## src/rtl/uart_pkg.sv

```systemverilog
// Shared types and constants for the UART transmit arbiter.
package uart_pkg;

    localparam int         MAX_REQ  = 16;
    localparam logic [7:0] HDR_BASE = 8'hA0;

    typedef enum logic [2:0] {
        IDLE,
        HDR,
        LOAD,
        SEND,
        WAIT_BUSY,
        WAIT_DONE
    } arb_state_t;

endpackage

```

## src/rtl/uart_rr_pick.sv

```systemverilog
// Combinational round-robin selector: first set request at or above ptr,
// wrapping at NUM_REQ, returned as one-hot plus encoded index.
module uart_rr_pick #(
    parameter int NUM_REQ = 4,
    parameter int IDX_W   = $clog2(NUM_REQ)
) (
    input  logic [NUM_REQ-1:0] req_valid,
    input  logic [IDX_W-1:0]   ptr,
    output logic [NUM_REQ-1:0] one_hot,
    output logic [IDX_W-1:0]   index,
    output logic               any
);

    int cand;

    always_comb begin
        one_hot = '0;
        index   = '0;
        any     = 1'b0;
        cand    = 0;
        for (int k = 0; k < NUM_REQ; k++) begin
            // Explicit wrap so non-power-of-two NUM_REQ never aliases.
            cand = int'(ptr) + k;
            if (cand >= NUM_REQ) begin
                cand = cand - NUM_REQ;
            end
            if (!any && req_valid[cand]) begin
                any           = 1'b1;
                index         = IDX_W'(cand);
                one_hot[cand] = 1'b1;
            end
        end
    end

endmodule

```

## src/rtl/uart_tx_arbiter.sv

```systemverilog
// Round-robin arbiter sharing one uartTX between NUM_REQ packet streams.
// Define UART_ARB_HEADER_EN to prefix every packet with HDR_BASE | index.
module uart_tx_arbiter
    import uart_pkg::*;
#(
    parameter int NUM_REQ = 4,
    parameter int IDX_W   = $clog2(NUM_REQ)
) (
    input  logic                 clk,
    input  logic                 reset,
    input  logic [NUM_REQ-1:0]   req_valid,
    input  logic [8*NUM_REQ-1:0] req_data,
    input  logic [NUM_REQ-1:0]   req_last,
    output logic [NUM_REQ-1:0]   req_ready,
    output logic [7:0]           tx_data,
    output logic                 tx_send,
    input  logic                 tx_busy,
    output logic [NUM_REQ-1:0]   grant,
    output logic                 active,
    output arb_state_t           state_dbg,
    output logic [IDX_W-1:0]     ptr_dbg
);

    // Handshakes: a requester byte moves when req_valid[i] && req_ready[i]
    // at a rising edge; ready is only ever offered to the granted index in
    // LOAD. Each byte to uartTX is one tx_send pulse, and the next pulse
    // waits for tx_busy to rise and then fall.

    arb_state_t           state_q, state_d;
    logic [NUM_REQ-1:0]   grant_q;
    logic [IDX_W-1:0]     idx_q;
    logic [IDX_W-1:0]     ptr_q;
    logic [IDX_W-1:0]     ptr_next;
    logic [7:0]           tx_data_q;
    logic                 last_q;
    logic                 active_q;

    logic [NUM_REQ-1:0]   pick_grant;
    logic [IDX_W-1:0]     pick_idx;
    logic                 pick_any;

    logic                 cur_valid;
    logic [7:0]           cur_data;
    logic                 cur_last;

    uart_rr_pick #(
        .NUM_REQ (NUM_REQ),
        .IDX_W   (IDX_W)
    ) u_pick (
        .req_valid (req_valid),
        .ptr       (ptr_q),
        .one_hot   (pick_grant),
        .index     (pick_idx),
        .any       (pick_any)
    );

    assign cur_valid = req_valid[idx_q];
    assign cur_data  = req_data[{idx_q, 3'b000} +: 8];
    assign cur_last  = req_last[idx_q];
    assign ptr_next  = (idx_q == IDX_W'(NUM_REQ - 1)) ? '0 : idx_q + 1'b1;

    always_ff @(posedge clk or posedge reset) begin
        if (reset) begin
            state_q <= IDLE;
        end else begin
            state_q <= state_d;
        end
    end

    always_comb begin
        state_d   = state_q;
        req_ready = '0;
        tx_send   = 1'b0;
        case (state_q)
            IDLE: begin
                if (pick_any) begin
`ifdef UART_ARB_HEADER_EN
                    state_d = HDR;
`else
                    state_d = LOAD;
`endif
                end
            end
`ifdef UART_ARB_HEADER_EN
            HDR: state_d = SEND;
`endif
            LOAD: begin
                req_ready = grant_q & req_valid;
                if (cur_valid) begin
                    state_d = SEND;
                end
            end
            SEND: begin
                tx_send = 1'b1;
                state_d = WAIT_BUSY;
            end
            WAIT_BUSY: begin
                if (tx_busy) begin
                    state_d = WAIT_DONE;
                end
            end
            WAIT_DONE: begin
                if (!tx_busy) begin
                    state_d = last_q ? IDLE : LOAD;
                end
            end
            default: state_d = IDLE;
        endcase
    end

    always_ff @(posedge clk or posedge reset) begin
        if (reset) begin
            grant_q   <= '0;
            idx_q     <= '0;
            ptr_q     <= '0;
            tx_data_q <= 8'h00;
            last_q    <= 1'b0;
            active_q  <= 1'b0;
        end else begin
            case (state_q)
                IDLE: begin
                    if (pick_any) begin
                        grant_q  <= pick_grant;
                        idx_q    <= pick_idx;
                        active_q <= 1'b1;
                    end
                end
`ifdef UART_ARB_HEADER_EN
                HDR: begin
                    tx_data_q <= HDR_BASE | 8'(idx_q);
                    last_q    <= 1'b0;
                end
`endif
                LOAD: begin
                    if (cur_valid) begin
                        tx_data_q <= cur_data;
                        last_q    <= cur_last;
                    end
                end
                WAIT_DONE: begin
                    // Release only once the final frame has fully left the UART.
                    if (!tx_busy && last_q) begin
                        grant_q  <= '0;
                        active_q <= 1'b0;
                        ptr_q    <= ptr_next;
                    end
                end
                default: ;
            endcase
        end
    end

    assign tx_data   = tx_data_q;
    assign grant     = grant_q;
    assign active    = active_q;
    assign state_dbg = state_q;
    assign ptr_dbg   = ptr_q;

endmodule

```

## config.mk

```make
export PLATFORM = sky130hd
export DESIGN_NAME = uart_tx_arbiter
export DESIGN_NICKNAME = d
export VERILOG_FILES = /design/src/rtl/uart_pkg.sv /design/src/rtl/uart_rr_pick.sv /design/src/rtl/uart_tx_arbiter.sv
export SDC_FILE = /design/constraint.sdc
export NUM_CORES = 1
export LEC_CHECK = 0
export CORE_ASPECT_RATIO = 1.2
export CORE_MARGIN = 8
export CORE_UTILIZATION = 47
export CTS_CLUSTER_SIZE = 12
export DETAILED_ROUTE_END_ITERATION = 8
export GPL_TIMING_DRIVEN = 1
export PLACE_DENSITY_LB_ADDON = 0.15
export SYNTH_ARGS = -nofsm -noshare
export SYNTH_HDL_FRONTEND = slang
export SYNTH_SLANG_ARGS = --single-unit
```

## constraint.sdc

```tcl
create_clock -name clk -period 5.51 [get_ports clk]
set_input_delay 0.8265 -clock clk [delete_from_list [all_inputs] [get_ports clk]]
set_output_delay 0.8265 -clock clk [all_outputs]
set_load 0.01 [all_outputs]
```

# Yosys cells after proc, flatten, opt, wreduce, memory -nomap -nowiden
# Cells that the tools add are included.
# Widths: inputs -> output; s select.
dict set report word_totals {
  regBits 21
  out_inout_bits 23
  wordCells 117
}
dict set report op_classes {
  magnitude_cmp 13
  n_mux 55
  n_eq_ne 10
  n_bitwise 4
  add_sub_neg 8
  reduce_logical 19
  n_shift 1
}
# cell count
set ops {}
lappend ops {{$ge 32x1->1 const B} 4}
lappend ops {{$lt 32x4->1 const B} 4}
lappend ops {{$mux 32} 4}
lappend ops {{$ge 32x4->1 const B} 3}
lappend ops {{$sub 32x4->32 const B} 3}
lappend ops {{$shiftx 32x6->8} 1}
lappend ops {{$mux 4} 7}
lappend ops {{$mux 1} 21}
lappend ops {{$pmux 3 s5} 1}
lappend ops {{$bmux 1 s2} 6}
lappend ops {{$mux 2} 6}
lappend ops {{$mux 3} 4}
lappend ops {{$or 4x4->4} 3}
lappend ops {{$ne 2x2->1 const B} 5}
lappend ops {{$demux 1 s2} 4}
lappend ops {{$logic_and 1x1->1} 8}
lappend ops {{$pmux 4 s2} 1}
lappend ops {{$add 2x2->3 const B} 2}
lappend ops {{$eq 3x2->1 const B} 2}
lappend ops {{$eq 3x3->1 const B} 2}
lappend ops {{$reduce_and 2->1} 3}
lappend ops {{$and 4x4->4} 1}
lappend ops {{$logic_not 1->1} 4}
lappend ops {{$reduce_and 4->1} 1}
lappend ops {{10 further kinds} 10}

# Depth between registers and ports, before layout
dict set report depth {
  depth_word 17
  ltp_mapped 11
}

# Modules after synthesis
# A second synthesis with hierarchy kept.
dict set report unflattened {
  hier_cells 125
  area_unflattened_um2 1615.3
}
# mod cells_per_inst n_inst seq_area_each_um2 area_each_um2
set modules_own_cells {}
lappend modules_own_cells {uart_tx_arbiter 77 1 525.5 1154.9}
lappend modules_own_cells {uart_rr_pick 48 1 0.0 460.4}

# Worst setup path after synthesis
# No wires, ideal clock.
dict set report synth_path {
  kind {register to register}
  start {register ptr_q[0], in the netlist ptr_dbg[0]}
  end {register grant_q[0], in the netlist grant[0]}
  setup_time_ns 0.083
  path_slack_ns 2.587
  t_arrival_ns 2.841
  period_less_slack_ns 2.923
  stages_incl_launch_ff 12
  cell_sequence {dfrtp_1 -> buf_2 -> clkbuf_1 -> inv_1 -> ha_1 -> buf_6 -> mux4_2 -> or3_4 -> o21ai_2 -> buf_6 -> nand3_1 -> o21ai_0}
}
dict set report synth_via {
  elab_chain_cells 17
  elab_cells_between_ends 68
  classes_between {add/sub: 7; order compare: 12; eq/ne: 1; mux: 34; bitwise: 3; reduce/logical: 11}
}
# element line_no
set synth_rtl {}
lappend synth_rtl {{start, declared} uart_tx_arbiter.sv:32} ;# logic [IDX_W-1:0] ptr_q;
lappend synth_rtl {{start signal, assigned} uart_tx_arbiter.sv:145} ;# ptr_q <= ptr_next;
lappend synth_rtl {{parallel branches: the longest is 17 deep, another holds $sub 32x4->32} -}
lappend synth_rtl {{end signal, assigned} uart_tx_arbiter.sv:123} ;# grant_q <= pick_grant;
lappend synth_rtl {{end, declared} uart_tx_arbiter.sv:30} ;# logic [NUM_REQ-1:0] grant_q;
# Several ways; the timed one is not identified. The select of a mux whose other input is x is not followed.
# A chain may end at the register's enable or synchronous reset.

# Final worst setup path
dict set report layout_path {
  start {register ptr_q[0], in the netlist ptr_dbg[0]}
  end {register idx_q[0]}
}
dict set report layout_via {
  elab_chain_cells 16
  elab_cells_between_ends 42
  classes_between {add/sub: 7; order compare: 4; mux: 24; reduce/logical: 7}
}
# element line_no
set layout_rtl {}
lappend layout_rtl {{parallel branches: the longest is 16 deep, another holds $sub 32x4->32} -}
lappend layout_rtl {{end signal, assigned} uart_tx_arbiter.sv:124} ;# idx_q <= pick_idx;
lappend layout_rtl {{end, declared} uart_tx_arbiter.sv:31} ;# logic [IDX_W-1:0] idx_q;
# Several ways; the timed one is not identified. The select of a mux whose other input is x is not followed.

==> impl_results.md <==
- Hold_ws: 0.508 ns
- CTS Root Cell: clkbuf_8
- Register area: 526 um2
- Slew of the pin with the lowest slew margin: 0.810 ns
- Final Cycle Share: 0.589
- Syn avg cell area: 10.5 um2
- Final Max Slew Viols: 0
- Nets: 267
- Routed Antenna Nets: 0
- Final WL: 5.12 mm
- CP Capture Type: flip-flop
- Postcts setup bufs: 0
- Setup TNS: 0 ns
- Vias: 1594
- Minimum clock period: 3.25 ns
- Most frequent cells in the layout: clkdlybuf4s50_1 (65), dfrtp_1 (21)
- Leakage power: 0.000916 uW
- Power per cell area: 458 mW/mm2
- Vias per cell: 6.20
- Worst Skew: 0.000947 ns
- PostCTS Resize Cnt: 0
- Status: finished, final reports clean
- Seq/Total Area, Yosys: 0.311
- Netlist Area Pre-Place: 0.00169 mm2
- Highest clock rate: 0.308 GHz
- Maximum VDD drop: 0.266 mV
- Cell taking the most area after synthesis: dfrtp_1
- Endpoints failing setup: 0
- Internal power: 649 uW
- Cells taking the most area after synthesis: dfrtp_1 (31%), mux4_2 (19%), mux2_2 (9.3%), o21ai_0 (4.2%), ha_1 (3.7%)
- Tot Pwr: 1090 uW
- Leading cell type in the layout, fill and taps excluded: clkdlybuf4s50_1
- Worst Reg-to-Reg Cells: 7
- Yosys Warn Count: 0
- Chip width: 70.7 um
- Synthesized flop and latch total: 21
- Buffers on Ports: 65
- CTS max path bufs: 2
- Final instance area: 0.00237 mm2
- Sw Pwr: 438 uW
- Area of the multi-input gates: 0.00109 mm2
- TritonCTS clock tree: built
- Reg power frac: 0.301
- CORE AREA: 0.00354 mm2
- Vias in the first global route: 1682
- H-tree Lvls: 1
- DRT Pass-1 Iters: 4
- Row count: 24
- Slew margin rel.: 0.459
- Largest net degree at the start of global routing: 24
- Combinational power share: 0.605
- IO Pins: 66
- First-pass GRT wire length: 8.28 mm
- Drt wl/cell: 19.9 um
- Number of remaining DRC errors: 0
- Final core occ: 0.670
- GPL Wtd Cong: 0.866
- Synth Instances: 160
- Die height: 81.6 um
- Post-Syn Nets: 208
- Post-synth top area share: 0.311
- CTS hold repair buffers: 0
- Netlist cell types: 37
- Critical Path RT: 5.67 ns
- Final hold viol count: 0
- CP Launch Type: flip-flop
- Gr usage total: 0.179
- TritonCTS buffer count: 3
- Grt ovf: 0
- Share of layout cells above drive strength 1: 0.161
- Fill cells: 283
- Clock network power share: 0.095
- WS Path Type: reg -> reg
- Final HPWL DP: 4.00 mm
- Clock Pin Slew Worst Setup and Hold Paths: 0.08 ns
- Total inserted antenna cells: 0
- Sw frac: 0.403
- DP Area: 0.00233 mm2
- Hold depth: 1
- Critical Path AT: 3.41 ns
- Layout Area Growth over Synthesis: 40.7%
- Worst-skew pair later-pin latency: 0.26 ns
- DRT iter0 DRCs: 46
- Initial core utilization: 0.476
- DIE AREA: 0.00577 mm2
- RSZ-0062 raised after global routing: false
- Clock sink total: 21
- Initial antenna violation count: 0
- HP Class: reg -> reg
- Maxcap violations: 0
- Crit-path max FO: 23
[worst paths after layout]
path                            start           end  slack (ns)
setup / recovery           ptr_dbg[0]      idx_q[0]        2.26
hold / removal                 last_q  state_dbg[1]        0.51
setup reg to reg           ptr_dbg[0]      idx_q[0]        2.26
hold reg to reg                last_q  state_dbg[1]        0.51
max in group asynchronous       reset    tx_data[0]        3.98
min in group asynchronous       reset    tx_data[6]        1.03
[state kept, by name, indices dropped and copies added (netlist names)]
| register | cells |
|---|---|
| grant | 4 |
| tx_data | 8 |
| state_dbg | 3 |
| ptr_dbg | 2 |
| idx_q | 2 |
| active | 1 |
| last_q | 1 |
[power groups by stage]
| stage | clock [uW] | sequential [uW] | combinational, uW |
|---|---|---|---|
| 2_1_floorplan | 0 | 304 | 438 |
| 6_report | 103 | 327 | 658 |
| 4_1_cts | 106 | 329 | 658 |
| 3_5_place_dp | 0 | 332 | 656 |
| 3_3_place_gp | 0 | 325 | 639 |
| 5_1_grt | 111 | 344 | 716 |
[worst max-delay path: stages, from the launching register on]
cell and delay (ns):
dfrtp_1 0.81, inv_1 0.17, ha_1 0.50, mux4_2 0.62
or3_4 0.43, o21ai_2 0.33, a211oi_1 0.09, a21o_1 0.19
[through the flow]
stage          setup slack (ns)  std cells
4_1_cts                    2.24        257
2_1_floorplan              2.59        160
3_5_place_dp               2.23        253
3_3_place_gp               2.32        253
6_report                   2.26        257
5_1_grt                    1.99        257
[logic make-up (layout without fill, tap and decap cells)]
family	count (synthesis)	after routing	synth area share
simple gates	52	52	0.170
fa+ha+maj	5	5	0.0371
mux	29	29	0.286
buf+inv	15	73	0.0430
flops	21	21	0.311
compound gates	38	38	0.153
[synthesized netlist by cell type]
cell / count
a21oi_1: 1
a22oi_1: 8
a21boi_0: 1
and2_1: 4
dfrtp_1: 21
o21a_1: 1
and3_1: 4
ha_1: 5
a211oi_1: 1
inv_1: 4
and4_1: 1
mux2_2: 14
a41oi_1: 1
o31ai_1: 1
nor2_1: 4
nor2b_1: 6
and4b_1: 1
nor2_2: 1
or3_4: 1
buf_1: 1
o21ai_0: 14
mux2i_1: 1
buf_2: 1
o211ai_1: 2
o21ai_2: 1
nand2_1: 14
nor3_1: 2
mux4_2: 14
o32ai_1: 1
nand3_1: 6
nand3_2: 1
a21o_1: 1
nor3b_1: 1
clkbuf_1: 7
a221oi_1: 5
buf_6: 2
nand2b_1: 6
[layout make-up]
| cell class | count | share of cell area |
|---|---|---|
| Timing Repair Buffer | 65 | 0.274 |
| Sequential cell | 21 | 0.221 |
| Clock buffer | 4 | 0.0190 |
| Inverter | 4 | 0.00632 |
| Tap cell | 39 | 0.0205 |
| Multi-Input combinational cell | 124 | 0.459 |
[per-layer routing]
layer | GRT usage | share of wire
met1 | 0.199 | 0.41
met2 | 0.335 | 0.52
met3 | 0.0256 | 0.055
met4 | 0.0771 | 0.016
met5 | 0 | 0
No activity file was read; power rests on OpenSTA's default activity.
